**config.mk**
```make
export PLATFORM = sky130hd
export DESIGN_NAME = led_arbiter
export DESIGN_NICKNAME = d
export VERILOG_FILES = /design/src/rtl/led_pkg.sv /design/src/rtl/btn_debounce.sv /design/src/rtl/led_arbiter.sv
export SDC_FILE = /design/constraint.sdc
export NUM_CORES = 1
export LEC_CHECK = 0
export BUFFER_PORTS_ARGS = -buffer_cell sky130_fd_sc_hd__buf_4
export CORE_UTILIZATION = 39
export DETAILED_ROUTE_END_ITERATION = 10
export PLACE_DENSITY_LB_ADDON = 0.05
export SLEW_MARGIN = 10
export SYNTH_ARGS = -nofsm -noshare
export SYNTH_HDL_FRONTEND = slang
export SYNTH_SLANG_ARGS = --single-unit
export TNS_END_PERCENT = 5
```
**constraint.sdc**
```tcl
create_clock -name clk -period 5.7 [get_ports clk]
set_input_delay 0.285 -clock clk [delete_from_list [all_inputs] [get_ports clk]]
set_output_delay 0.285 -clock clk [all_outputs]
set_load 0.01 [all_outputs]
```
**src/rtl/led_pkg.sv**
```systemverilog
// Shared definitions for the LED arbiter: FSM encoding, default timing constants
// and the rotating-priority pick used in IDLE.
package led_pkg;

  typedef enum logic [1:0] {
    IDLE  = 2'd0,
    GRANT = 2'd1,
    GAP   = 2'd2
  } state_t;

  localparam int unsigned NUM_REQ             = 4;
  localparam int unsigned DEBOUNCE_CYCLES_DEF = 60000;    // 10 ms at 6 MHz
  localparam int unsigned HOLD_CYCLES_DEF     = 3000000;  // 0.5 s at 6 MHz
  localparam int unsigned GAP_CYCLES_DEF      = 600000;   // 0.1 s at 6 MHz

  // First set request scanning ptr, ptr+1, ... modulo 4 (scan runs backwards so
  // the earliest hit in rotation order is the one left standing).
  function automatic logic [1:0] rr_pick(input logic [3:0] req, input logic [1:0] ptr);
    logic [1:0] idx;
    rr_pick = ptr;
    for (int k = 3; k >= 0; k--) begin
      idx = ptr + 2'(k);
      if (req[idx]) rr_pick = idx;
    end
  endfunction

endpackage

```
**src/rtl/btn_debounce.sv**
```systemverilog
// One button: 2-flop synchronizer into a stable-level debouncer; req is the
// accepted level inverted (pressed = 1).
module btn_debounce
  import led_pkg::*;
#(
  parameter int unsigned DEBOUNCE_CYCLES = DEBOUNCE_CYCLES_DEF
) (
  input  logic clk,
  input  logic rst_n,
  input  logic btn_n,
  output logic req
);

  localparam int unsigned CW = (DEBOUNCE_CYCLES > 1) ? $clog2(DEBOUNCE_CYCLES + 1) : 1;

  logic          sync1;
  logic          sync2;
  logic          stable;
  logic [CW-1:0] cnt;

  // cnt counts consecutive cycles where the synchronized level differs from the
  // accepted one; any return to the accepted level clears it.
  always_ff @(posedge clk or negedge rst_n) begin
    if (!rst_n) begin
      sync1  <= 1'b1;
      sync2  <= 1'b1;
      stable <= 1'b1;
      cnt    <= '0;
    end else begin
      sync1 <= btn_n;
      sync2 <= sync1;
      if (sync2 == stable) begin
        cnt <= '0;
      end else if (cnt == CW'(DEBOUNCE_CYCLES - 1)) begin
        cnt    <= '0;
        stable <= sync2;
      end else begin
        cnt <= cnt + 1'b1;
      end
    end
  end

  assign req = ~stable;

endmodule

```
**src/rtl/led_arbiter.sv**
```systemverilog
// Round-robin arbiter granting one of four debounced buttons a timed LED slot.
//   state | meaning
//   IDLE  | LEDs dark, arbitrate among pending requests this cycle
//   GRANT | owner's LED lit for HOLD_CYCLES cycles, requests ignored
//   GAP   | all LEDs dark for GAP_CYCLES cycles before the next arbitration
module led_arbiter
  import led_pkg::*;
#(
  parameter int unsigned DEBOUNCE_CYCLES = DEBOUNCE_CYCLES_DEF,
  parameter int unsigned HOLD_CYCLES     = HOLD_CYCLES_DEF,
  parameter int unsigned GAP_CYCLES      = GAP_CYCLES_DEF
) (
  input  logic       clk,
  input  logic       rst_n,
  input  logic [3:0] btn_n,
  output logic [3:0] led,
  output logic [1:0] grant_id,
  output logic       busy
);

  logic [3:0]  req;
  logic [1:0]  ptr;
  logic [1:0]  sel;
  logic [31:0] cnt;
  state_t      state;

  for (genvar i = 0; i < NUM_REQ; i++) begin : g_btn
    btn_debounce #(
      .DEBOUNCE_CYCLES(DEBOUNCE_CYCLES)
    ) u_btn (
      .clk  (clk),
      .rst_n(rst_n),
      .btn_n(btn_n[i]),
      .req  (req[i])
    );
  end

  assign sel = rr_pick(req, ptr);

  // cnt is shared by GRANT and GAP and runs from the loaded length down to 1.
  always_ff @(posedge clk or negedge rst_n) begin
    if (!rst_n) begin
      state    <= IDLE;
      led      <= '0;
      grant_id <= '0;
      busy     <= 1'b0;
      ptr      <= '0;
      cnt      <= '0;
    end else begin
      case (state)
        IDLE: begin
          if (|req) begin
            state    <= GRANT;
            grant_id <= sel;
            led      <= 4'b0001 << sel;
            busy     <= 1'b1;
            cnt      <= 32'(HOLD_CYCLES);
          end
        end
        GRANT: begin
          if (cnt <= 32'd1) begin
            state <= GAP;
            led   <= '0;
            ptr   <= grant_id + 2'd1;
            cnt   <= 32'(GAP_CYCLES);
          end else begin
            cnt <= cnt - 32'd1;
          end
        end
        GAP: begin
          if (cnt <= 32'd1) begin
            state <= IDLE;
            busy  <= 1'b0;
            cnt   <= '0;
          end else begin
            cnt <= cnt - 32'd1;
          end
        end
        default: begin
          state <= IDLE;
          led   <= '0;
          busy  <= 1'b0;
          cnt   <= '0;
        end
      endcase
    end
  end

endmodule
```
* Yosys cells after proc, flatten, opt, wreduce, memory -nomap -nowiden
Cells that the tools add are included.
Storage, ports and cells: output and inout port bits 7, flip-flop bits (word level) 119, logic and storage cells 105, bits of input ports 6
Operators by class: reductions and logical operators 11, $lt $le $gt $ge 5, equal/unequal tests 13, mux-type cells 34, shifts and indexed selects 1, add/sub/neg operators 9, bitwise gates (word level) 10
Operators by type and width (count):
- 16-bit 2-to-1 mux | 8
- 32-bit 2-to-1 mux | 3
- 32-bit case mux with 3 select lines | 1
- 16-bit by 1-bit adder with 16-bit output, second input constant | 4
- 16-bit == test, second input constant | 4
- 32-bit by 1-bit less-or-equal comparator with 1-bit output, second input constant | 1
- 32-bit by 1-bit subtractor with 32-bit output, second input constant | 1
- 2-bit 2-to-1 mux | 7
- 2-bit by 3-bit less-than comparator with 1-bit output, second input constant | 4
- 4-bit case mux with 3 select lines | 1
- 2-bit AND reduction | 6
- 1-bit inverter | 10
- 3-bit AND reduction | 3
- 1-bit binary-select mux with 2-bit select | 4
- 4-bit 2-to-1 mux | 2
- 1-bit 2-to-1 mux | 6
- 2-bit != test, second input constant | 3
- 2-bit case mux with 3 select lines | 1
- 2-bit by 1-bit adder with 2-bit output, second input constant | 2
- 2-bit adder, second input constant | 2
- 1-bit == test | 4
- 4-bit OR reduction | 1
- 1-bit by 2-bit << shifter with 4-bit output, first input constant | 1
- 1-bit case mux with 3 select lines | 1
- other kinds (3) | 3

* Logic depth before layout (Yosys ltp)
depth after elaboration 10, depth in mapped cells 8, gate-level depth less buffers 7

* Hierarchy
Synthesis repeated with hierarchy kept, for this count alone.
Unflattened totals: cells, all modules 620, area, all modules 6188.4 um^2
Modules (own cells, without submodules):
- btn_debounce | seq. area each 479.2 um^2, cells each 84, instances 4, area an instance 898.4 um^2
- led_arbiter | seq. area each 1076.0 um^2, cells each 284, instances 1, area an instance 2595.0 um^2

* Worst setup path after synthesis
No wires, ideal clock.
path type register -> register, start point register cnt[0], end point register cnt[26], path slack 3.587 ns, cell stages (with the launch flop) 9, library setup time 0.082 ns, buffers on the path 1, required time 5.618 ns, clock period less this slack 2.113 ns, arrival time 2.030 ns, cells stage by stage dfrtp_1 inv_1 ha_1 o21ba_2 and4b_1 a31oi_1 clkbuf_1 a41oi_1 a31oi_1
On the way: cells in the longest elaborated chain, start to end 3, elaborated cells on any way between the ends 5, those cells by class add/sub: 1; order compare: 1; mux: 3
Ends and longest elaborated chain:
- start, declared | RTL line led_arbiter.sv:24 | logic [31:0] cnt;
- start signal, assigned | RTL line led_arbiter.sv:57 | cnt <= 32'(HOLD_CYCLES);
- start signal, assigned | RTL line led_arbiter.sv:65 | cnt <= 32'(GAP_CYCLES);
- start signal, assigned | RTL line led_arbiter.sv:67 | cnt <= cnt - 32'd1;
- 32-bit by 1-bit subtractor with 32-bit output or 32-bit by 1-bit less-or-equal comparator with 1-bit output (tied branches)
- 32-bit 2-to-1 mux (on tied branches) | RTL line led_arbiter.sv:71, led_arbiter.sv:61
- 32-bit case mux with 3 select lines (*) | RTL line led_arbiter.sv:50 | case (state)
Mark *: on every way between the ends. The rest lies on a longest branch, timed or not. A chain may end at the register's enable or synchronous reset.

* Worst setup path after layout
Same ends and word-level chain as after synthesis.

==> out/summary.md <==
* done — TritonCTS clock tree
* 47.76% — post-route fraction of the period consumed by the critical path
* 3040 ps — arrival time at the worst endpoint
* 23.83% — post-synthesis share of cell area spent on and, or, nand and nor gates
* 0.002865 sq mm — total area of multi-input combinational cells
* flip-flop — startpoint kind of the worst setup timing path
* 8.265 ps — Final Skew
* 1 — CP Buf/Inv Count
* 50 ps — Reg clk slew, reported paths
* cnt[26] — reg-to-reg critical path endpoint
* 12.87 mm — Total Wirelength
* cnt[0] — critical register-to-register path startpoint
* 0 — cell depth of the worst hold path
* 0 — DR DRC count
* 20.79% — Sw Ratio
* 0.7666 — gpl congestion
* complete, no violations — status
* 49.87% — register area share after synthesis
* compound AO/OA/AOI/OAI gates — dominant delay contributor by cell family on the critical path
* 12 — port buffer count
* 0 — Yosys Warn Count
* flip-flop to flip-flop — classification of the worst-slack hold path
* 126.0 um — Die Width
* 0.01589 sq mm — die footprint
* 285 — violation count after the first detailed-route iteration
* 631 — synthesized netlist net count
* 1.251% — post-synthesis adder-cell area fraction
* 2999 ps — worst setup timing slack at the placement stage
* 0 — number of antenna violations at the first check in global routing
* 9.694 sq um — Avg Inst Size Synth
* 0 — number of resized instances in the post-cts repair step
* 2722 ps — final critical path time including I/O delays and setup
* 40.67% — initial core utilization
* 0 — max cap viols
* 119 — number of synthesized register bits
* 24.63% — tightest slew margin relative to the limit
* sky130_fd_sc_hd__clkbuf_16 — root buf cell
* 0.4143 mW — switching power summed over all nets
* 63 — number of different library cells in the post-synthesis netlist
* 920 ps — Largest stage delay, worst path
* 1.272% — post-synthesis mux area share
* 1127 ps — slew at the pin with the worst max-slew slack
* 2 — Bufs on Longest Clock Path
* 18.03% — GRT Overall Usage
* flip-flop — CP Capture Type
* 4493 — total via count after detailed routing
* 0 — remaining antenna violation count
* 289.1 mW/mm^2 — total power density per cell area
* 2978 ps — post-layout worst setup margin
* 43.5% — Flop pwr share
* 0 — setup violation total in the final timing report
* 100.0% — fraction of registers with async set or reset after synthesis
* 11.73% — fraction of final layout cells sized beyond drive strength 1
* 6020 ps — WP data required
* 410 ps — Clk Latency, worst-skew pair
* 4 — CTS H-tree lvls
* 63 — pin count of the biggest net entering global routing
* 0.01475 sq mm — total core area
* 0.3673 GHz — Fmax
* 0 ps — sum of negative setup slack
* 2.2% — proportion of power drawn by combinational gates
* 11.80% — fraction of the mapped netlist area in compound gates
* 1401 — Fill cells
* 9.487% — synthesized-area fraction occupied by xor and xnor cells
* sky130_fd_sc_hd__dfrtp_1 (45%), sky130_fd_sc_hd__nor2_1 (6.6%), sky130_fd_sc_hd__dfstp_2 (5.3%) — Area contributors post-synth
* 619 — Mapped Cells
* 4566 — via count of the first global-routing pass
* 44.62% — top cell type's share of synthesized area
* 14.85% — post-synthesis to final-layout area growth
* 22.70 mm — global-route wire length before repair
* 15.47 um — per-cell routed wire length
* 5.400 — drt via density
* 2980 ps — r2r setup slk
* sky130_fd_sc_hd__dfrtp_1 — Top FF cell, synth
* 1.993 mW — Design Power
* 17 — Inserted Clock Buffers
* sky130_fd_sc_hd__dfrtp_1 (107), sky130_fd_sc_hd__nor2_1 (106), sky130_fd_sc_hd__nand2_1 (35), sky130_fd_sc_hd__nand3_1 (35), sky130_fd_sc_hd__xnor2_1 (33) — cell types with the highest counts after synthesis
* 0 — total congestion overflow
* 24 — CP max FO
* 7 — worst reg-to-reg path cell count
* 0 — Antenna Diode Count
* 8.366 mm — total half-perimeter wirelength after legalization and detailed placement
* 832 — non-filler instance count after layout
* 0.006001 sq mm — Mapped Area
* 44 — Cell Rows
* 54.3% — Clk pwr share
* 647 — Post-layout nets
* 126.0 um — Die H
* 0 — count of pins over their slew limit
* no — unrepaired setup endpoints after global routing
* sky130_fd_sc_hd__dfrtp_1 — largest area contributor in the synthesized netlist
* flip-flop to flip-flop — Critical Setup Path Class
* inv_1, ha_1, o21ba_2, and4b_1, a31oi_2, a41oi_1, a31oi_1 — ordered cell list for the critical path
* simple AND/OR/NAND/NOR gates — largest family of logic cells by synthesized area
* 2.849 nW — Leak
* 0.002993 sq mm — area occupied by registers
* 119 — Sinks on Clock Net
* g_btn[2].u_btn.sync2 — Endpoint, Worst Hold
* 4 — number of iterations in the first detailed-routing pass
* 0 — Hold Fails Final Rpt
* sky130_fd_sc_hd__dfrtp_1 — dominant cell by count in the synthesized netlist
* 0.2112 mV — largest voltage drop on the vdd net
* 13 — Top Ports
* 795 — Post-Place Cells
* g_btn[2].u_btn.sync1 — Min-Delay Startpoint
* 1.578 mW — cell-internal power
* sky130_fd_sc_hd__a31oi_2 — cell at the slowest stage of the critical path
* 0 — count of flip-flops with a built-in enable after synthesis
-- worst max-delay path by stage --
stage / startpoint / end / slack [ps] / depth (start not counted)
after global placement: cnt[0] / cnt[24] / 3110 / 7
after CTS: cnt[0] / cnt[24] / 2980 / 7
after detailed placement: cnt[0] / cnt[11] / 3000 / 7
final: cnt[0] / cnt[26] / 2980 / 7
after global routing: cnt[0] / cnt[26] / 2680 / 7
after floorplan: cnt[0] / cnt[26] / 3590 / 8
-- state kept, by name, summed over array words and instances (netlist names) --
name,flops
busy,1
grant_id,2
state,2
led,4
g_btn.u_btn.cnt,64
ptr,2
g_btn.u_btn.sync2,4
g_btn.u_btn.stable,4
g_btn.u_btn.sync1,4
cnt,32
-- cells by family after synthesis --
family,after synthesis
simple gates,280
buf+inv,38
xor+xnor,65
flops,119
compound gates,104
fa+ha+maj,6
mux,7
-- per-layer routing --
layer  track usage [%]  part of all wire [%]
met1             24.22                    51
met2             27.59                    45
met3             5.055                   2.4
met4             6.875                   1.3
met5                 0                     0
-- area by class of cell --
| type | instances | share of cell area [%] |
|---|---|---|
| clock inverter | 9 | 1.797 |
| tap | 184 | 3.341 |
| timing repair buffer | 18 | 2.142 |
| sequential | 119 | 43.43 |
| multi-input combinational | 462 | 41.58 |
| clock buffer | 23 | 6.790 |
| inverter | 17 | 0.9259 |
-- worst register-to-register path, stage by stage, from the launching register on --
cell and delay (ps):
sky130_fd_sc_hd__dfrtp_1 440, sky130_fd_sc_hd__inv_1 70, sky130_fd_sc_hd__ha_1 290, sky130_fd_sc_hd__o21ba_2 220, sky130_fd_sc_hd__and4b_1 260, sky130_fd_sc_hd__a31oi_2 920
sky130_fd_sc_hd__a41oi_1 230, sky130_fd_sc_hd__a31oi_1 200
-- metrics by stage --
stage / hold WS [ps] / util (%) / instance area, sq um
2_1_floorplan: -10.59 / - / 6001
3_3_place_gp: 348.6 / 42.36 / 6250
3_5_place_dp: 347.8 / 42.36 / 6250
4_1_cts: 354.8 / 46.71 / 6892
5_1_grt: 356.6 / 46.71 / 6892
6_report: 353.6 / 46.71 / 6892
-- power by group through the flow --
stage | Sequential [mW] | Combinational (mW) | Clock (mW)
6_report | 0.867 | 0.0448 | 1.08
5_1_grt | 0.868 | 0.0535 | 1.16
4_1_cts | 0.867 | 0.0475 | 1.12
3_5_place_dp | 0.881 | 0.0441 | 0
3_3_place_gp | 0.881 | 0.0431 | 0
2_1_floorplan | 0.879 | 0.0193 | 0
-- timing repair --
item | in CTS | in global routing
hold buffers | 5 | 0
hold endpoints to repair | 42 | 0
setup endpoints to repair | 0 | 0
setup buffers | 0 | 0
-- cells in the final DEF (no fill, tap or decap), types with 4 or more instances in the layout --
| master | Yosys | layout |
|---|---|---|
| sky130_fd_sc_hd__dfrtp_1 | 107 | 107 |
| sky130_fd_sc_hd__nor2_1 | 106 | 106 |
| sky130_fd_sc_hd__nand3_1 | 35 | 35 |
| sky130_fd_sc_hd__nand2_1 | 35 | 35 |
| sky130_fd_sc_hd__xnor2_1 | 33 | 33 |
| sky130_fd_sc_hd__xor2_1 | 32 | 32 |
| sky130_fd_sc_hd__nor3_1 | 23 | 23 |
| sky130_fd_sc_hd__a21oi_1 | 23 | 23 |
| sky130_fd_sc_hd__o21ai_0 | 20 | 20 |
| sky130_fd_sc_hd__inv_1 | 17 | 17 |
| sky130_fd_sc_hd__clkbuf_16 | 0 | 17 |
| sky130_fd_sc_hd__and3_1 | 13 | 13 |
| sky130_fd_sc_hd__buf_4 | 1 | 13 |
| sky130_fd_sc_hd__nand4_1 | 12 | 12 |
| sky130_fd_sc_hd__dfstp_2 | 12 | 12 |
| sky130_fd_sc_hd__a31oi_1 | 12 | 11 |
| sky130_fd_sc_hd__nor4_1 | 9 | 9 |
| sky130_fd_sc_hd__nand2b_1 | 8 | 8 |
| sky130_fd_sc_hd__or3_1 | 6 | 6 |
| sky130_fd_sc_hd__ha_1 | 6 | 6 |
| sky130_fd_sc_hd__or4_1 | 5 | 5 |
| sky130_fd_sc_hd__a22o_1 | 5 | 5 |
| sky130_fd_sc_hd__o31ai_1 | 5 | 5 |
| sky130_fd_sc_hd__mux2_2 | 5 | 5 |
| sky130_fd_sc_hd__clkinv_2 | 0 | 5 |
| sky130_fd_sc_hd__dlygate4sd3_1 | 0 | 5 |
| sky130_fd_sc_hd__o2bb2ai_1 | 4 | 4 |
| sky130_fd_sc_hd__o22ai_1 | 4 | 4 |
| sky130_fd_sc_hd__o21a_1 | 4 | 4 |
| sky130_fd_sc_hd__a211oi_1 | 4 | 4 |
| sky130_fd_sc_hd__clkbuf_1 | 18 | 4 |
(Power assumes the default switching activity.)
